==> src/rtl/gpio_evt_fifo.sv <==
// GPIO pin-change event FIFO: masked pin edges push {pins, timestamp} entries, drained over the local bus.
// Define GPIO_EVT_FIFO_TS_EN to build the timestamp counter and per-entry timestamp storage.
module gpio_evt_fifo #(
   parameter int DEPTH = 16
) (
   input  logic        clk,
   input  logic        reset_n,
   input  logic [31:0] gpio_pin_q,
   input  logic        lb_wr,
   input  logic        lb_rd,
   input  logic [31:0] lb_addr,
   input  logic [31:0] lb_wr_d,
   output logic [31:0] lb_rd_d,
   output logic        lb_rd_rdy,
   output logic        evt_irq
);
   localparam int AW = $clog2(DEPTH);
   localparam logic [7:0]  ADDR_CTRL = 8'hA0;
   localparam logic [7:0]  ADDR_MASK = 8'hA4;
   localparam logic [7:0]  ADDR_STAT = 8'hA8;
   localparam logic [7:0]  ADDR_PINS = 8'hAC;
   localparam logic [7:0]  ADDR_TS   = 8'hB0;
   localparam logic [AW:0] COUNT_FULL = (AW+1)'(DEPTH);

   logic          lb_wr_p1, lb_rd_p1;
   logic [7:0]    lb_addr_p1;
   logic [31:0]   lb_wr_d_p1;
   logic          enable_reg, enable_next;
   logic [31:0]   mask_reg, mask_next;
   logic          overflow_reg, overflow_next;
   logic [31:0]   pins_prev_reg;
   logic [AW-1:0] wr_ptr_reg, wr_ptr_next, rd_ptr_reg, rd_ptr_next;
   logic [AW:0]   count_reg, count_next;
   logic [31:0]   rd_d_next;
   logic          rd_rdy_next, irq_next;
   logic [31:0]   pins_mem [DEPTH];
   logic [31:0]   head_ts;
   logic          is_empty, is_full, evt, clear, w1c, rd_ts, push_en, pop_en, drop;
   logic          unused_addr_hi;

   assign unused_addr_hi = &{1'b0, lb_addr[31:8]};

`ifdef GPIO_EVT_FIFO_TS_EN
   logic [31:0] ts_reg, ts_next;
   logic [31:0] ts_mem [DEPTH];

   assign head_ts = ts_mem[rd_ptr_reg];
   assign ts_next = clear ? 32'h0 : (enable_reg ? ts_reg + 32'h1 : ts_reg);

   always_ff @(posedge clk) begin
      if (!reset_n) ts_reg <= 32'h0;
      else          ts_reg <= ts_next;
   end

   always_ff @(posedge clk) begin
      if (push_en) ts_mem[wr_ptr_reg] <= ts_reg;
   end
`else
   assign head_ts = 32'h0;
`endif

   assign is_empty = (count_reg == '0);
   assign is_full  = (count_reg == COUNT_FULL);
   assign evt      = enable_reg && (((gpio_pin_q ^ pins_prev_reg) & mask_reg) != 32'h0);
   assign clear    = lb_wr_p1 && (lb_addr_p1 == ADDR_CTRL) && lb_wr_d_p1[1];
   assign w1c      = lb_wr_p1 && (lb_addr_p1 == ADDR_STAT) && lb_wr_d_p1[31];
   assign rd_ts    = lb_rd_p1 && (lb_addr_p1 == ADDR_TS);
   // A pop frees a slot in the same cycle, so a full FIFO still accepts a coincident push.
   assign pop_en   = rd_ts && !is_empty && !clear;
   assign push_en  = evt && !clear && (!is_full || pop_en);
   assign drop     = evt && !clear && is_full && !pop_en;

   always_comb begin
      wr_ptr_next   = wr_ptr_reg;
      rd_ptr_next   = rd_ptr_reg;
      count_next    = count_reg;
      overflow_next = overflow_reg;
      enable_next   = enable_reg;
      mask_next     = mask_reg;
      if (lb_wr_p1 && (lb_addr_p1 == ADDR_CTRL)) enable_next = lb_wr_d_p1[0];
      if (lb_wr_p1 && (lb_addr_p1 == ADDR_MASK)) mask_next = lb_wr_d_p1;
      if (clear) begin
         wr_ptr_next   = '0;
         rd_ptr_next   = '0;
         count_next    = '0;
         overflow_next = 1'b0;
      end else begin
         if (push_en) wr_ptr_next = wr_ptr_reg + AW'(1);
         if (pop_en)  rd_ptr_next = rd_ptr_reg + AW'(1);
         case ({push_en, pop_en})
            2'b10:   count_next = count_reg + (AW+1)'(1);
            2'b01:   count_next = count_reg - (AW+1)'(1);
            default: count_next = count_reg;
         endcase
         if (drop)     overflow_next = 1'b1;
         else if (w1c) overflow_next = 1'b0;
      end
   end

   always_comb begin
      rd_d_next   = 32'h0;
      rd_rdy_next = 1'b0;
      if (lb_rd_p1) begin
         rd_rdy_next = 1'b1;
         case (lb_addr_p1)
            ADDR_CTRL: rd_d_next = {31'h0, enable_reg};
            ADDR_MASK: rd_d_next = mask_reg;
            ADDR_STAT: rd_d_next = {overflow_reg, is_empty, is_full, 20'h0, 9'(count_reg)};
            ADDR_PINS: rd_d_next = is_empty ? 32'h0 : pins_mem[rd_ptr_reg];
            ADDR_TS:   rd_d_next = is_empty ? 32'h0 : head_ts;
            default: begin
               rd_d_next   = 32'hDEADBEEF;
               rd_rdy_next = 1'b0;
            end
         endcase
      end
      irq_next = enable_next && (count_next != '0);
   end

   always_ff @(posedge clk) begin
      if (push_en) pins_mem[wr_ptr_reg] <= gpio_pin_q;
   end

   always_ff @(posedge clk) begin
      if (!reset_n) begin
         lb_wr_p1      <= 1'b0;
         lb_rd_p1      <= 1'b0;
         lb_addr_p1    <= 8'h0;
         lb_wr_d_p1    <= 32'h0;
         enable_reg    <= 1'b0;
         mask_reg      <= 32'h0;
         overflow_reg  <= 1'b0;
         pins_prev_reg <= 32'h0;
         wr_ptr_reg    <= '0;
         rd_ptr_reg    <= '0;
         count_reg     <= '0;
         lb_rd_d       <= 32'h0;
         lb_rd_rdy     <= 1'b0;
         evt_irq       <= 1'b0;
      end else begin
         lb_wr_p1      <= lb_wr;
         lb_rd_p1      <= lb_rd;
         lb_addr_p1    <= lb_addr[7:0];
         lb_wr_d_p1    <= lb_wr_d;
         enable_reg    <= enable_next;
         mask_reg      <= mask_next;
         overflow_reg  <= overflow_next;
         pins_prev_reg <= gpio_pin_q;
         wr_ptr_reg    <= wr_ptr_next;
         rd_ptr_reg    <= rd_ptr_next;
         count_reg     <= count_next;
         lb_rd_d       <= rd_d_next;
         lb_rd_rdy     <= rd_rdy_next;
         evt_irq       <= irq_next;
      end
   end
endmodule

==> config.mk <==
export PLATFORM = sky130hd
export DESIGN_NAME = gpio_evt_fifo
export DESIGN_NICKNAME = d
export VERILOG_FILES = /design/src/rtl/gpio_evt_fifo.sv
export SDC_FILE = /design/constraint.sdc
export NUM_CORES = 1
export LEC_CHECK = 0
export CAP_MARGIN = 0
export CORE_ASPECT_RATIO = 0.9
export CORE_UTILIZATION = 64
export CTS_BUF_LIST = sky130_fd_sc_hd__clkbuf_8 sky130_fd_sc_hd__clkbuf_16
export DETAILED_ROUTE_END_ITERATION = 8
export GPL_TIMING_DRIVEN = 0
export PLACE_DENSITY = 0.83
export SETUP_SLACK_MARGIN = 0.3
export SYNTH_ARGS = -nofsm -noshare
export SYNTH_HDL_FRONTEND = slang
export SYNTH_SLANG_ARGS = --single-unit
==> constraint.sdc <==
create_clock -name clk -period 9.1 [get_ports clk]
set_input_delay 2.73 -clock clk [delete_from_list [all_inputs] [get_ports clk]]
set_output_delay 2.73 -clock clk [all_outputs]
set_load 0.05 [all_outputs]
==> results.tsv <==
stage	metric	value	unit
status	status	completed	
clock_tree	Post-CTS Hold Buffers	0	
routing	# DRC	0	
routing	ANT nets after route	0	
floorplan	Rows	68	
worst_setup_path	crit path max-delay cell type	clkdlybuf4s50_1	
logic_synthesis	post-synth top area share	60.6	%
timing	Least-Margin Pin Slew	1.17	ns
clock_tree	worst skew pair latency	0.63	ns
logic_synthesis	cell count after synthesis	1400	
worst_setup_path	CP max FO	18	
timing	Post-Route Setup TNS	0	ns
floorplan	core area	38700	µm²
worst_setup_path	Crit path required time	9.59	ns
worst_setup_path	R2R Setup Slk	5.16	ns
run	max-cap viol count	0	
worst_setup_path	r2r endpoint	evt_irq$_SDFF_PN0_	
worst_setup_path	worst reg2reg startpoint	pins_prev_reg[17]$_SDFF_PN0_	
global_route	grt total ovfl	0	
worst_setup_path	max incr delay on CP	0.91	ns
global_route	GRT Util Overall	32.7	%
global_route	vias in the first global route	14300	
pwr	Tot Pwr	5.97	mW
layout	post-route cell area	29500	µm²
clock_tree	clk slew on worst S/H paths	0.06	ns
layout	Final nets	1705	
timing	final setup fails	0	
clock_tree	Sink Count	671	
placed_design	DP Cell Count	2059	
worst_setup_path	Buf/Inv on CP	4	
logic_synthesis	Most used DFF post-synth	edfxtp_1	
logic_synthesis	Async SR Flop Fraction	0	%
timing	Slew headroom	22.2	%
logic_synthesis	syn_area_per_cell	18.1	µm²
timing	worst setup margin	2.44	ns
global_route	antenna violations before repair	2	
min_path	HP Start	lb_wr_d_p1[5]$_SDFF_PN0_	
pwr	LEAKAGE	9.59	nW
layout	largest reg by FF count	pins_mem	
clock_tree	total CTS buffers	61	
min_path	worst hold path class	flop to flop	
worst_setup_path	critical-path cell list	clkdlybuf4s50_1, xor2_1, a22oi_1, nand4_1, nor4_4, nor2_2, buf_4, inv_1, ha_1, clkbuf_1, xor2_1, ha_1, a21o_1, nand2_1, a21o_1, a31oi_1, xnor2_1, a31oi_1	
placed_design	Final HPWL DP	41.3	mm
logic_synthesis	Syn Nets	1508	
placed_design	pre-CTS setup slack	1.95	ns
layout	fillcell total	2052	
floorplan	die area	40400	µm²
worst_setup_path	Setup crit end kind	flop	
routing	Initial DRC Count	1928	
floorplan	Initial Util	65.5	%
worst_setup_path	reg2reg path depth	17	
timing	Final Hold Vio Count	0	
clock_tree	Post-CTS Setup Bufs	0	
pwr	maximum VDD drop	0.000185	V
layout	most frequent cells in the layout	512 x edfxtp_1, 159 x dfxtp_1, 139 x mux4_2	
clock_tree	post-CTS resize count	0	
routing	DR WL/cell	29.4	µm
logic_synthesis	EDFF count, synth	512	
clock_tree	clk root buf	clkbuf_16	
timing	Slew Limit Fails	0	
routing	via count	14300	
worst_setup_path	critical path's top delay family	buffers and inverters	
placed_design	Placer Congestion	0.963	
timing	Min Hold Slack	0.441	ns
logic_synthesis	Seq/Total Area, Yosys	73.2	%
logic_synthesis	YS warnings	0	
logic_synthesis	top cells by area, synth	edfxtp_1 61%, dfxtp_1 13%, mux4_2 12%, and2_1 1.9%, xor2_1 1.3%	
worst_setup_path	Critical Path AT	7.15	ns
timing	FMAX	150	MHz
floorplan	Top Ports	134	
floorplan	Die Y	191	µm
layout	fin cells	2175	
placed_design	PortBufs	109	
timing	RSZ-0062 raised after global routing	no	
clock_tree	Max Buffers Root-to-Sink	3	
logic_synthesis	Yosys reg bits	671	
layout	most common cell after layout, fill and taps aside	edfxtp_1	
layout	Layout Utilization	76.2	%
logic_synthesis	Yosys top cell by area	edfxtp_1	
clock_tree	H-tree levels	2	
global_route	largest net degree at the start of global routing	25	
timing	worst clock skew	0.0207	ns
min_path	Hold Path Stages	2	
layout	max reg flops	512	
logic_synthesis	Unique masters post-synth	54	
timing	crit share post-route	73.2	%
pwr	PD cells	202	nW/µm²
logic_synthesis	synthesized area	25400	µm²
placed_design	area of placed instances	27500	µm²
routing	drt pass-1 iters	6	
clock_tree	CTS tree	built	
worst_setup_path	Crit Path Category	input pin to flop	
floorplan	die width	212	µm
routing	WL final	63.9	mm
routing	routed vias/inst	6.57	
layout	Syn-to-layout area delta	16.4	%
layout	share of layout cells above drive strength 1	18.7	%
worst_setup_path	CP Launch Type	input pin	
timing	min cycle time layout	6.66	ns
global_route	global-route wire length before repair	92.5	mm
min_path	WHS Endpoint	mask_reg[5]$_SDFFE_PN0P_	
==> power by group <==
group          total, mW  switching, mW  internal, mW  leakage (nW)
combinational      0.147         0.0920        0.0554          2.66
sequential          3.32         0.0108          3.31          5.90
clock               2.50           1.10          1.40          1.03
total               5.97           1.20          4.77          9.59
==> routing by layer <==
layer	GRT usage, %	wire length (µm)	vias to the layer above
met5	0	17	-
met4	15.2	2830	2
met3	7.38	7950	195
met2	48.9	28700	1048
met1	46.4	24400	7176
li1	-	-	5877
==> synth_stat cells, drive strengths merged (2+ instances only) <==
cell and count:
a211oi 21, a21boi 32, a21o 3, a21oi 31
a221oi 24, a222oi 2, a22oi 24, a31oi 2
and2 79, and3 13, buf 27, clkbuf 55
dfxtp 159, edfxtp 512, ha 8, inv 6
mux2i 24, mux4 139, nand2 79, nand2b 2
nand3 6, nand4 5, nand4bb 2, nor2 51
nor2b 26, nor3 2, nor4 4, nor4b 2
o21ai 5, or2 2, or3b 2, or4 2
xnor2 4, xor2 37
==> worst register-to-register path: stages, from the launching register on <==
cell and delay [ns]:
dfxtp_1 0.32, xor2_1 0.16, a22oi_1 0.38, nand4_1 0.24, nor4_4 0.60, nor2_2 0.13
buf_4 0.20, inv_1 0.08, ha_1 0.14, clkbuf_1 0.33, xor2_1 0.18, ha_1 0.23
a21o_1 0.13, nand2_1 0.05, a21o_1 0.16, a31oi_1 0.18, xnor2_1 0.17, a31oi_1 0.12
==> final cells by class <==
cell class | instances | area, µm² | share of cell area [%]
Antenna cell | 1 | 2.50 | 0.00848
Buffer | 82 | 377 | 1.28
Clock buffer | 73 | 1740 | 5.88
Clock inverter | 42 | 239 | 0.810
Inverter | 6 | 22.5 | 0.0763
Multi-Input combinational cell | 641 | 6440 | 21.8
Sequential cell | 671 | 18600 | 62.9
Tap cell | 525 | 657 | 2.23
Timing Repair Buffer | 134 | 1490 | 5.04
==> logic make-up (layout without fill, tap and decap cells) <==
| family | after synthesis | count (layout) | synth area share [%] |
|---|---|---|---|
| AOI/OAI and AO/OA | 147 | 147 | 4.20 |
| xor gates and xnor gates | 41 | 41 | 1.42 |
| adders and majority gates | 8 | 8 | 0.395 |
| buffers and inverters | 88 | 337 | 1.57 |
| DFF | 671 | 671 | 73.2 |
| muxes | 164 | 164 | 13.3 |
| other | 0 | 1 | 0 |
| and+or+nand+nor | 281 | 281 | 5.91 |
==> how the worst max path moves through the flow <==
stage	start	to	cells past startpoint
floorplan	gpio_pin_q[24]	pins_mem[3][0]$_DFFE_PP_	5
global placement	gpio_pin_q[0]	pins_mem[3][9]$_DFFE_PP_	6
detailed placement	gpio_pin_q[12]	evt_irq$_SDFF_PN0_	18
CTS	gpio_pin_q[12]	evt_irq$_SDFF_PN0_	18
global route	gpio_pin_q[15]	evt_irq$_SDFF_PN0_	18
finish	gpio_pin_q[12]	evt_irq$_SDFF_PN0_	18
Note: power is estimated with default switching activity, not from simulation.
